==> config.mk <==
export PLATFORM = sky130hd
export DESIGN_NAME = token_quantizer
export DESIGN_NICKNAME = d
export VERILOG_FILES = /design/src/rtl/tva_pkg.sv /design/src/rtl/quant_round_sat.sv /design/src/rtl/token_quantizer.sv
export SDC_FILE = /design/constraint.sdc
export NUM_CORES = 1
export LEC_CHECK = 0
export CAP_MARGIN = 0
export CORE_ASPECT_RATIO = 1.25
export CORE_UTILIZATION = 35
export CTS_CLUSTER_DIAMETER = 80
export DETAILED_ROUTE_END_ITERATION = 16
export PLACE_DENSITY = 0.57
export SLEW_MARGIN = 20
export SYNTH_ARGS = -nofsm -noshare
export SYNTH_HDL_FRONTEND = slang
export SYNTH_SLANG_ARGS = --single-unit
==> constraint.sdc <==
create_clock -name clk -period 4.66 [get_ports clk]
set_clock_uncertainty 0.05 [all_clocks]
set_input_delay 0.466 -clock clk [delete_from_list [all_inputs] [get_ports clk]]
set_output_delay 0.466 -clock clk [all_outputs]
set_load 0.01 [all_outputs]
==> src/rtl/tva_pkg.sv <==
// tva_pkg: precision codes and quantizer shift amounts shared by the precision assigner and the quantizer.
package tva_pkg;
  typedef enum logic [1:0] {
    PREC_INT4 = 2'd0,
    PREC_INT8 = 2'd1,
    PREC_FP16 = 2'd2,
    PREC_RSVD = 2'd3
  } prec_t;
  localparam int SHIFT_INT4 = 12;
  localparam int SHIFT_INT8 = 8;
endpackage

==> src/rtl/quant_round_sat.sv <==
// quant_round_sat: combinational round-half-up + saturate of one Q1.15 element to the requested precision.
//   x        : signed input element
//   prec     : requested precision code
//   q        : quantized value, sign-extended to DATA_WIDTH
//   prec_eff : precision actually applied (reserved code maps to full precision)
module quant_round_sat
  import tva_pkg::*;
#(
  parameter int DATA_WIDTH = 16
) (
  input  logic [DATA_WIDTH-1:0] x,
  input  prec_t                 prec,
  output logic [DATA_WIDTH-1:0] q,
  output prec_t                 prec_eff
);
  localparam int W = DATA_WIDTH + 1;
  // One extra bit keeps the rounding add from overflowing near the positive limit.
  function automatic logic [DATA_WIDTH-1:0] rnd_sat(input logic [DATA_WIDTH-1:0] v, input int sh);
    logic signed [W-1:0] r, hi, lo;
    r  = ($signed({v[DATA_WIDTH-1], v}) + $signed(W'(1) << (sh - 1))) >>> sh;
    hi = $signed((W'(1) << (DATA_WIDTH - 1 - sh)) - W'(1));
    lo = ~hi;
    return r > hi ? hi[DATA_WIDTH-1:0] : r < lo ? lo[DATA_WIDTH-1:0] : r[DATA_WIDTH-1:0];
  endfunction
  always_comb begin
    q = prec == PREC_INT4 ? rnd_sat(x, SHIFT_INT4) : prec == PREC_INT8 ? rnd_sat(x, SHIFT_INT8) : x;
    prec_eff = prec == PREC_RSVD ? PREC_FP16 : prec;
  end
endmodule

==> src/rtl/token_quantizer.sv <==
// token_quantizer: latches V and per-token precision on start, then streams every element quantized.
//   clk, rst_n        : clock, asynchronous active-low reset
//   start             : begins a pass when idle; latches token_precision and V_in
//   token_precision   : per-token precision code
//   V_in              : flattened V, element (t,e) at [(t*D+e+1)*DATA_WIDTH-1 -: DATA_WIDTH]
//   busy              : pass in progress
//   out_valid/ready   : output handshake, element-major within each token
//   out_data/prec/tok/elem : quantized element, applied code and its position
//   done              : one-cycle pulse after the final transfer
module token_quantizer
  import tva_pkg::*;
#(
  parameter int DATA_WIDTH = 16,
  parameter int L = 8,
  parameter int D = 4
) (
  input  logic                      clk,
  input  logic                      rst_n,
  input  logic                      start,
  input  logic [1:0]                token_precision [0:L-1],
  input  logic [DATA_WIDTH*L*D-1:0] V_in,
  output logic                      busy,
  output logic                      out_valid,
  input  logic                      out_ready,
  output logic [DATA_WIDTH-1:0]     out_data,
  output logic [1:0]                out_prec,
  output logic [$clog2(L)-1:0]      out_tok,
  output logic [$clog2(D)-1:0]      out_elem,
  output logic                      done
);
  localparam int TW = $clog2(L);
  localparam int EW = $clog2(D);
  typedef enum logic [1:0] {S_IDLE, S_LOAD, S_EMIT, S_DONE} state_t;
  state_t state_q, state_d;
  logic busy_q, busy_d, done_q, done_d, out_valid_q, out_valid_d;
  logic [DATA_WIDTH-1:0] out_data_q, out_data_d;
  prec_t out_prec_q, out_prec_d;
  logic [TW-1:0] out_tok_q, out_tok_d, tok_q, tok_d;
  logic [EW-1:0] out_elem_q, out_elem_d, elem_q, elem_d;
  logic [DATA_WIDTH-1:0] v_q [0:L-1][0:D-1];
  logic [DATA_WIDTH-1:0] v_d [0:L-1][0:D-1];
  prec_t prec_q [0:L-1];
  prec_t prec_d [0:L-1];
  logic [DATA_WIDTH-1:0] q;
  prec_t q_prec;
  logic accept, last_xfer, load_el, elem_wrap;
  assign accept    = state_q == S_IDLE && start;
  assign last_xfer = out_valid_q && out_ready && out_tok_q == TW'(L - 1) && out_elem_q == EW'(D - 1);
  // tok/elem point at the next element to present; the output registers are refilled when
  // they are empty (first EMIT cycle) or when their current element is being taken.
  assign load_el   = state_q == S_EMIT && (!out_valid_q || (out_ready && !last_xfer));
  assign elem_wrap = elem_q == EW'(D - 1);
  quant_round_sat #(.DATA_WIDTH(DATA_WIDTH)) u_qrs (
    .x        (v_q[tok_q][elem_q]),
    .prec     (prec_q[tok_q]),
    .q        (q),
    .prec_eff (q_prec)
  );
  always_ff @(posedge clk or negedge rst_n) begin
    if (!rst_n) state_q <= S_IDLE;
    else state_q <= state_d;
  end
  always_comb begin
    state_d = state_q;
    case (state_q)
      S_IDLE:  state_d = start ? S_LOAD : S_IDLE;
      S_LOAD:  state_d = S_EMIT;
      S_EMIT:  state_d = last_xfer ? S_DONE : S_EMIT;
      default: state_d = S_IDLE;
    endcase
  end
  always_comb begin
    busy_d      = accept ? 1'b1 : last_xfer ? 1'b0 : busy_q;
    done_d      = last_xfer;
    out_valid_d = state_q == S_EMIT && !last_xfer;
    out_data_d  = load_el ? q : out_data_q;
    out_prec_d  = load_el ? q_prec : out_prec_q;
    out_tok_d   = load_el ? tok_q : out_tok_q;
    out_elem_d  = load_el ? elem_q : out_elem_q;
    tok_d       = state_q == S_LOAD ? '0 : load_el && elem_wrap ? tok_q + TW'(1) : tok_q;
    elem_d      = state_q == S_LOAD || (load_el && elem_wrap) ? '0 : load_el ? elem_q + EW'(1) : elem_q;
    for (int t = 0; t < L; t++) begin
      prec_d[t] = accept ? prec_t'(token_precision[t]) : prec_q[t];
      for (int e = 0; e < D; e++) v_d[t][e] = accept ? V_in[(t*D+e)*DATA_WIDTH +: DATA_WIDTH] : v_q[t][e];
    end
  end
  always_ff @(posedge clk or negedge rst_n) begin
    if (!rst_n) begin
      busy_q      <= 1'b0;
      done_q      <= 1'b0;
      out_valid_q <= 1'b0;
      out_data_q  <= '0;
      out_prec_q  <= PREC_INT4;
      out_tok_q   <= '0;
      out_elem_q  <= '0;
      tok_q       <= '0;
      elem_q      <= '0;
      for (int t = 0; t < L; t++) begin
        prec_q[t] <= PREC_INT4;
        for (int e = 0; e < D; e++) v_q[t][e] <= '0;
      end
    end else begin
      busy_q      <= busy_d;
      done_q      <= done_d;
      out_valid_q <= out_valid_d;
      out_data_q  <= out_data_d;
      out_prec_q  <= out_prec_d;
      out_tok_q   <= out_tok_d;
      out_elem_q  <= out_elem_d;
      tok_q       <= tok_d;
      elem_q      <= elem_d;
      prec_q      <= prec_d;
      v_q         <= v_d;
    end
  end
  assign busy      = busy_q;
  assign done      = done_q;
  assign out_valid = out_valid_q;
  assign out_data  = out_data_q;
  assign out_prec  = out_prec_q;
  assign out_tok   = out_tok_q;
  assign out_elem  = out_elem_q;
endmodule

==> results of run 1 <==
[worst paths after layout]
check                                 start           to  slack, ns
worst max-delay path               tok_q[1]  out_data[4]       0.43
worst min-delay path                  rst_n       v_q[7]       0.39
worst max register to register     tok_q[1]  out_data[4]       0.43
worst min register to register  out_prec[0]  out_prec[0]       0.43
max in group asynchronous             rst_n     tok_q[1]       2.95
min in group clk                  V_in[497]       v_q[1]       0.40
[cell usage in the layout, fill, tap and decap left out, drive strengths merged, types with 4 or more instances in the layout]
| cell | synthesis | layout |
|---|---|---|
| mux2 | 539 | 539 |
| o21ai | 7 | 7 |
| nor2 | 20 | 20 |
| mux2i | 8 | 8 |
| nand3 | 6 | 6 |
| mux4 | 158 | 158 |
| dfrtp | 561 | 561 |
| o211ai | 5 | 5 |
| bufinv | 0 | 9 |
| nor2b | 4 | 4 |
| clkinv | 0 | 13 |
| inv | 6 | 9 |
| nand4 | 4 | 4 |
| nor4 | 4 | 4 |
| buf | 38 | 37 |
| a21oi | 17 | 17 |
| clkbuf | 70 | 84 |
| clkdlybuf4s50 | 0 | 556 |
| diode | 0 | 5 |
| nand2 | 47 | 47 |
| nand3b | 4 | 4 |
| ha | 8 | 8 |
| o22ai | 8 | 8 |
[routing by layer]
metal | share of wire | vias to the layer above
met3 | 0.061 | 126
li1 | - | 6975
met1 | 0.38 | 8298
met5 | 0.0023 | -
met4 | 0.027 | 28
met2 | 0.53 | 454
[power breakdown]
| part | total (mW) | internal [mW] | switching [mW] | leakage, nW |
|---|---|---|---|---|
| logic | 9.03 | 5.24 | 3.79 | 5.99 |
| clock network | 5.10 | 3.06 | 2.04 | 1.03 |
| registers | 8.88 | 7.38 | 1.50 | 6.60 |
| total | 23.0 | 15.7 | 7.33 | 13.6 |
[flip-flops by register name, summed over array words and instances (netlist names), 2 cells and up]
register  flops
out_prec      2
state_q       2
out_tok       3
prec_q       16
out_data     16
elem_q        2
out_elem      2
v_q         512
tok_q         3
[stage by stage]
step	worst slack (ns)	hold WS [ns]	instance area (sq um)
floorplan	1.17	0.120	25300
CTS	0.400	0.357	34200
global route	0.168	0.379	34200
detailed placement	0.404	0.424	32100
finish	0.427	0.390	34200
global placement	0.454	0.422	32100
[cell families after synthesis]
kind of cell	count (synthesis)	share of synthesized area
XOR/XNOR	6	0.00207
adder cells (fa/ha/maj)	8	0.00395
AND/OR/NAND/NOR	104	0.0201
multiplexers	705	0.383
flip-flops	561	0.554
AO/OA/AOI/OAI	63	0.0173
buffers and inverters	114	0.0196
[worst max-delay path: cells and delay by family (launching register included)]
kind / cells / cell delay, ns
AOI/OAI and AO/OA: 1 / 0.29
adders and majority gates: 1 / 0.33
muxes: 3 / 1.50
buffers and inverters: 2 / 0.45
and+or+nand+nor: 4 / 0.91
DFF: 1 / 0.57
[cell type report]
class / instances / area [sq um] / area share
Timing Repair Buffer: 594 / 6010 / 0.176
Inverter: 6 / 22.5 / 0.000659
Tap cell: 943 / 1180 / 0.0345
Multi-Input combinational cell: 886 / 10800 / 0.316
Clock buffer: 84 / 1710 / 0.0501
Antenna cell: 5 / 12.5 / 0.000366
Clock inverter: 27 / 379 / 0.0111
Sequential cell: 561 / 14100 / 0.411
[repair_timing]
action,in CTS,in global routing
hold buffers,1,0
hold endpoints to repair,75,0
resized for setup,0,0
==> key figures, run 1 <==
Yosys
  – Post-Syn Instances: between 1500 and 2000
  – Seq/Total Area, Yosys: 0.554
  – Post-synthesis cell area: 25300 sq um
  – Synth Register Bits: between 500 and 600
  – Post-synthesis async set-or-reset flop share: 1.00
  – Area share of the largest cell type after synthesis: 0.554
  – Dominant cell type by area after synthesis: dfrtp_1
  – YS warnings: 0
  – Synth top cells by count: dfrtp_1, mux2_2, mux4_2
  – Synth area leaders: dfrtp_1, mux2_2, mux4_2
  – Syn_nets: between 2000 and 2500
  – Synth Area per Inst: around 16 sq um
  – Post-synth EDFFs: 0
  – Synth cell types: 55
  – Top FF cell, synth: dfrtp_1
  – Most frequent cell after synthesis: dfrtp_1

Layout
  – Area Overhead vs Synth: 34.9%
  – Share of cells above drive strength 1: 0.393
  – Final core occ: 0.480
  – Non-Filler Instances: between 3000 and 4000
  – Fillers: around 6200
  – Net count reported at finish: approximately 2600

Min path
  – HP Class: in -> async

Die
  – Initial core utilization: 0.356
  – Die Ht: around 300 microns
  – Chip width: ~240 microns
  – Die area: approximately 74000 sq um
  – I/O pin total: about 560
  – FP Rows: roughly 110
  – Core Region: a little over 70000 sq um

Global route
  – First-pass GRT wire length: 117 mm
  – Met3 Track Usage GR: 0.0528
  – Initial antenna violation count: 21
  – Gr busiest metal: met2
  – GRT Util Overall: 0.216
  – Total gr overflow: 0
  – GR Util met1: 0.256
  – Largest net degree at the start of global routing: between 100 and 150
  – M2 GR Usage: 0.387
  – Number of global-route vias before repair: roughly 18000

Placed design
  – # port buffers: roughly 560
  – DP HPWL: roughly 59 mm
  – Routability congestion estimate: roughly 0.85
  – Dpl cells: 2989

STA
  – Actual slew at the worst max-slew pin: 0.994 ns
  – Fmax achieved: 236 MHz
  – Final period util: 0.908
  – Final setup viols: 0
  – Max_slew headroom: 0.337
  – RSZ-0062 raised after global routing: false
  – Tmin final: roughly 4.2 ns
  – Max-slew violations: 0
  – Fin. Hold Viols: 0
  – Setup TNS: 0 ns

Critical path
  – Crit path largest cell delay: roughly 0.57 ns
  – Crit path capture type: flip-flop
  – Arr. time, crit path: ~4.7 ns
  – Crit-path max FO: 27
  – Crit-path slowest cell: dfrtp_4
  – Most common cell on crit path: mux4_2
  – Worst Path Required: 5.14 ns
  – R2r worst-path depth: 11
  – Cells along the critical path: buf_12, mux4_2, mux4_2, mux2i_1, inv_1, ha_1, nand2_1, nand3_1, nor4_1, nor3_1, a311oi_1
  – Critical path class: reg -> reg
  – Critical Path Start Type: flip-flop

Clock network
  – Clock latency on the worst-skew pair: slightly above 0.6 ns
  – Clock Sinks: between 500 and 600
  – H-tree levels: 2
  – CTS clk-pin slew, worst paths: approximately 0.06 ns
  – CTS max path bufs: 3
  – Post-CTS setup buffer count: 0
  – CTS tree: yes
  – CTS root buf: clkbuf_16
  – Num CTS Buffers: 60

Power and ir drop
  – Total design power: approximately 23 mW
  – P_leak: 13.6 nW
  – Pwr/cell area: between 600 and 700 nW/um^2
  – Peak VDD IR: about 0.28 mV

Routing
  – Wirelength per Cell: 25.6 microns
  – DRT iter0 DRCs: approximately 650
  – DR vias/cell: 5.11
  – Routed WL: a little under 80 mm
  – Post-route ant nets: 0
  – Via count: roughly 16000
  – Drt pass-1 iters: 4
  – DRC Markers: 0

Job
  – Max_cap viols: 0

Run status
  – Outcome: completed
(Power assumes the default switching activity.)
==> inputs of run 2 (changes only) <==
--- a/config.mk
+++ b/config.mk
@@ -10,6 +10,7 @@
 export CORE_UTILIZATION = 35
 export CTS_CLUSTER_DIAMETER = 80
 export DETAILED_ROUTE_END_ITERATION = 16
+export GPL_ROUTABILITY_DRIVEN = 1
 export PLACE_DENSITY = 0.57
 export SLEW_MARGIN = 20
 export SYNTH_ARGS = -nofsm -noshare
==> constraint.sdc (replaced) <==
create_clock -name clk -period 4.6 [get_ports clk]
set_clock_uncertainty 0.05 [all_clocks]
set_input_delay 0.46 -clock clk [delete_from_list [all_inputs] [get_ports clk]]
set_output_delay 0.46 -clock clk [all_outputs]
set_load 0.01 [all_outputs]
==> run 2 against run 1 <==
  * Register-to-register slack gained 0.04 ns
  * Worst setup slack improved by 0.041 ns
  * Combinational power increased by 2%
  * Clock-buffer cell count up 1
  * Final cell count rose by 0.16%
  * Global-route usage decreased by 0.24 points
  * Sequential share of layout area barely moved
  * Sequential cell count unchanged
  * Fmax rose by 2.4%
  * Die area did not move
  * Utilization is essentially flat
  * Largest power group unchanged
==> key figures, run 2 (synthesis gave the netlist of run 1 again) <==
Layout
  – Final core occ: 0.481
  – Area of the multi-input gates: 10800 sq um
  – Fillers: between 6000 and 7000
  – Largest Register: v_q
  – FF/Latch Area: approximately 14000 sq um
  – Most frequent cells in the layout: dfrtp_1, clkdlybuf4s50_1, mux2_2
  – Share of cells above drive strength 1: 0.396
  – Max reg flops: between 500 and 600
  – Net count reported at finish: 2651
  – Area Overhead vs Synth: 35.0%

Clock network
  – CTS clk-pin slew, worst paths: 0.06 ns
  – Clock latency on the worst-skew pair: about 0.61 ns
  – H-tree levels: 2
  – CTS max path bufs: 3
  – CTS root buf: clkbuf_16
  – Resize count post-CTS: 0
  – Clock Sinks: ~560
  – CTS tree: yes
  – Num CTS Buffers: 59

Routing
  – DRC Markers: 0
  – Met3 WL: 4.75 mm
  – Via count: 15920
  – Wirelength per Cell: 25.3 microns
  – Post-route ant nets: 0
  – DRT iter0 DRCs: approximately 680
  – Max layer used: met5
  – Drt pass-1 iters: 5
  – Metal2 WL: 41.5 mm
  – Wl on met1: 30.2 mm
  – DR vias/cell: ~5.1
  – Routed WL: slightly below 80 mm

Die
  – Die area: ~74000 sq um
  – I/O pin total: ~560
  – Chip width: roughly 240 microns
  – FP Rows: between 100 and 150
  – Die Ht: 303 microns
  – Initial core utilization: 0.356
  – Core Region: 71200 sq um

Critical path
  – Register-to-register setup slack: around 0.47 ns
  – Worst Path Required: between 5 and 6 ns
  – R2r worst-path depth: 11
  – Reg-to-reg endpoint: out_data[6]
  – Arr. time, crit path: between 4 and 5 ns
  – Crit path capture type: flip-flop
  – Critical path class: reg -> reg
  – Critical Path Start Type: flip-flop
  – Crit Reg-Reg Startpoint: tok_q[1]
  – Crit-path max FO: 48

STA
  – Max-slew violations: 0
  – RSZ-0062 raised after global routing: false
  – Tmin final: between 4 and 5 ns
  – Setup TNS: 0 ns
  – Final period util: 0.898
  – Fin. Hold Viols: 0
  – Fmax achieved: between 200 and 250 MHz
  – Worst Setup Slack, final: 0.468 ns
  – Final setup viols: 0
  – Max_slew headroom: 0.372
  – Actual slew at the worst max-slew pin: ~0.94 ns
  – Hold slack: 0.401 ns

Power and ir drop
  – P_leak: 13.6 nW
  – Total design power: between 20 and 25 mW
  – Pwr/cell area: 679 nW/um^2
  – Peak VDD IR: between 0.3 and 0.4 mV

Min path
  – HP Class: in -> reg
  – WHS Endpoint: v_q[324]
  – Hold path depth: 2
  – Hold path startpoint: V_in[180]

Global route
  – First-pass GRT wire length: around 120 mm
  – GRT Util Overall: 0.213
  – Number of global-route vias before repair: 17647
  – Initial antenna violation count: 20
  – Total gr overflow: 0
  – Largest net degree at the start of global routing: ~110

Placed design
  – # port buffers: 557
  – DP HPWL: 58.8 mm
  – Routability congestion estimate: a little under 0.9
  – Post-Place Setup Slack: about 0.45 ns

Job
  – Max_cap viols: 0

Run status
  – Outcome: completed
==> run 2: changes by cell type in the layout (fill, tap and decap cells not counted) <==
| cell | previous run | this run |
|---|---|---|
| bufinv_16 | 9 | 7 |
| clkinv_4 | 0 | 1 |
| clkbuf_1 | 13 | 8 |
| clkinvlp_4 | 2 | 1 |
| buf_4 | 24 | 27 |
| inv_8 | 1 | 0 |
| inv_6 | 2 | 0 |
| clkbuf_8 | 10 | 16 |
| clkinv_2 | 13 | 16 |
| diode_2 | 5 | 8 |
==> run 2: where the power goes <==
part | total, mW | internal, mW | switching (mW)
logic | 9.20 | 5.32 | 3.88
registers | 8.93 | 7.47 | 1.46
clock network | 5.10 | 3.06 | 2.04
==> run 2: worst max path at each step <==
stage,from,end,slack (ns),cells after the start
floorplan,tok_q[1],out_data[0],1.11,12
global placement,tok_q[1],out_data[4],0.52,11
detailed placement,tok_q[1],out_data[4],0.45,11
CTS,tok_q[1],out_data[4],0.42,11
global route,tok_q[1],out_data[5],0.17,11
finish,tok_q[1],out_data[6],0.47,11
==> run 2: metal layers <==
metal | vias to the layer above | GRT usage
met5 | - | 0
met4 | 26 | 0.0629
met3 | 134 | 0.0530
met2 | 457 | 0.383
met1 | 8313 | 0.252
li1 | 6990 | -
==> run 2: through the flow <==
| step | instances | instance area, sq um |
|---|---|---|
| 2_1_floorplan | 1561 | 25300 |
| 3_3_place_gp | 2992 | 32100 |
| 3_5_place_dp | 2992 | 32100 |
| 4_1_cts | 3103 | 34200 |
| 5_1_grt | 3109 | 34200 |
| 6_report | 3111 | 34200 |
==> run 2: area by class of cell <==
class	count	area share
clock buffers	85	0.0519
well taps	943	0.0345
clock inverters	25	0.00896
multi-input cells	886	0.316
repair buffers	597	0.176
inverters	6	0.000658
diodes	8	0.000585
flip-flops and latches	561	0.411
==> run 2: timing repair <==
action / CTS / global route
hold buffers: 1 / 0
endpoints found under the hold margin: 99 / 0
buffers inserted: 0 / 0
endpoints found under the setup margin: 0 / 0
==> run 2: critical path: stages, from the launching register on <==
cell and delay [ns]:
dfrtp_4 0.45, buf_12 0.32, mux4_2 0.57, mux4_2 0.50, mux2i_1 0.44, inv_1 0.17
ha_1 0.32, nand2_1 0.11, nand3_1 0.09, nor4_1 0.55, o21ai_0 0.23, a41oi_1 0.22
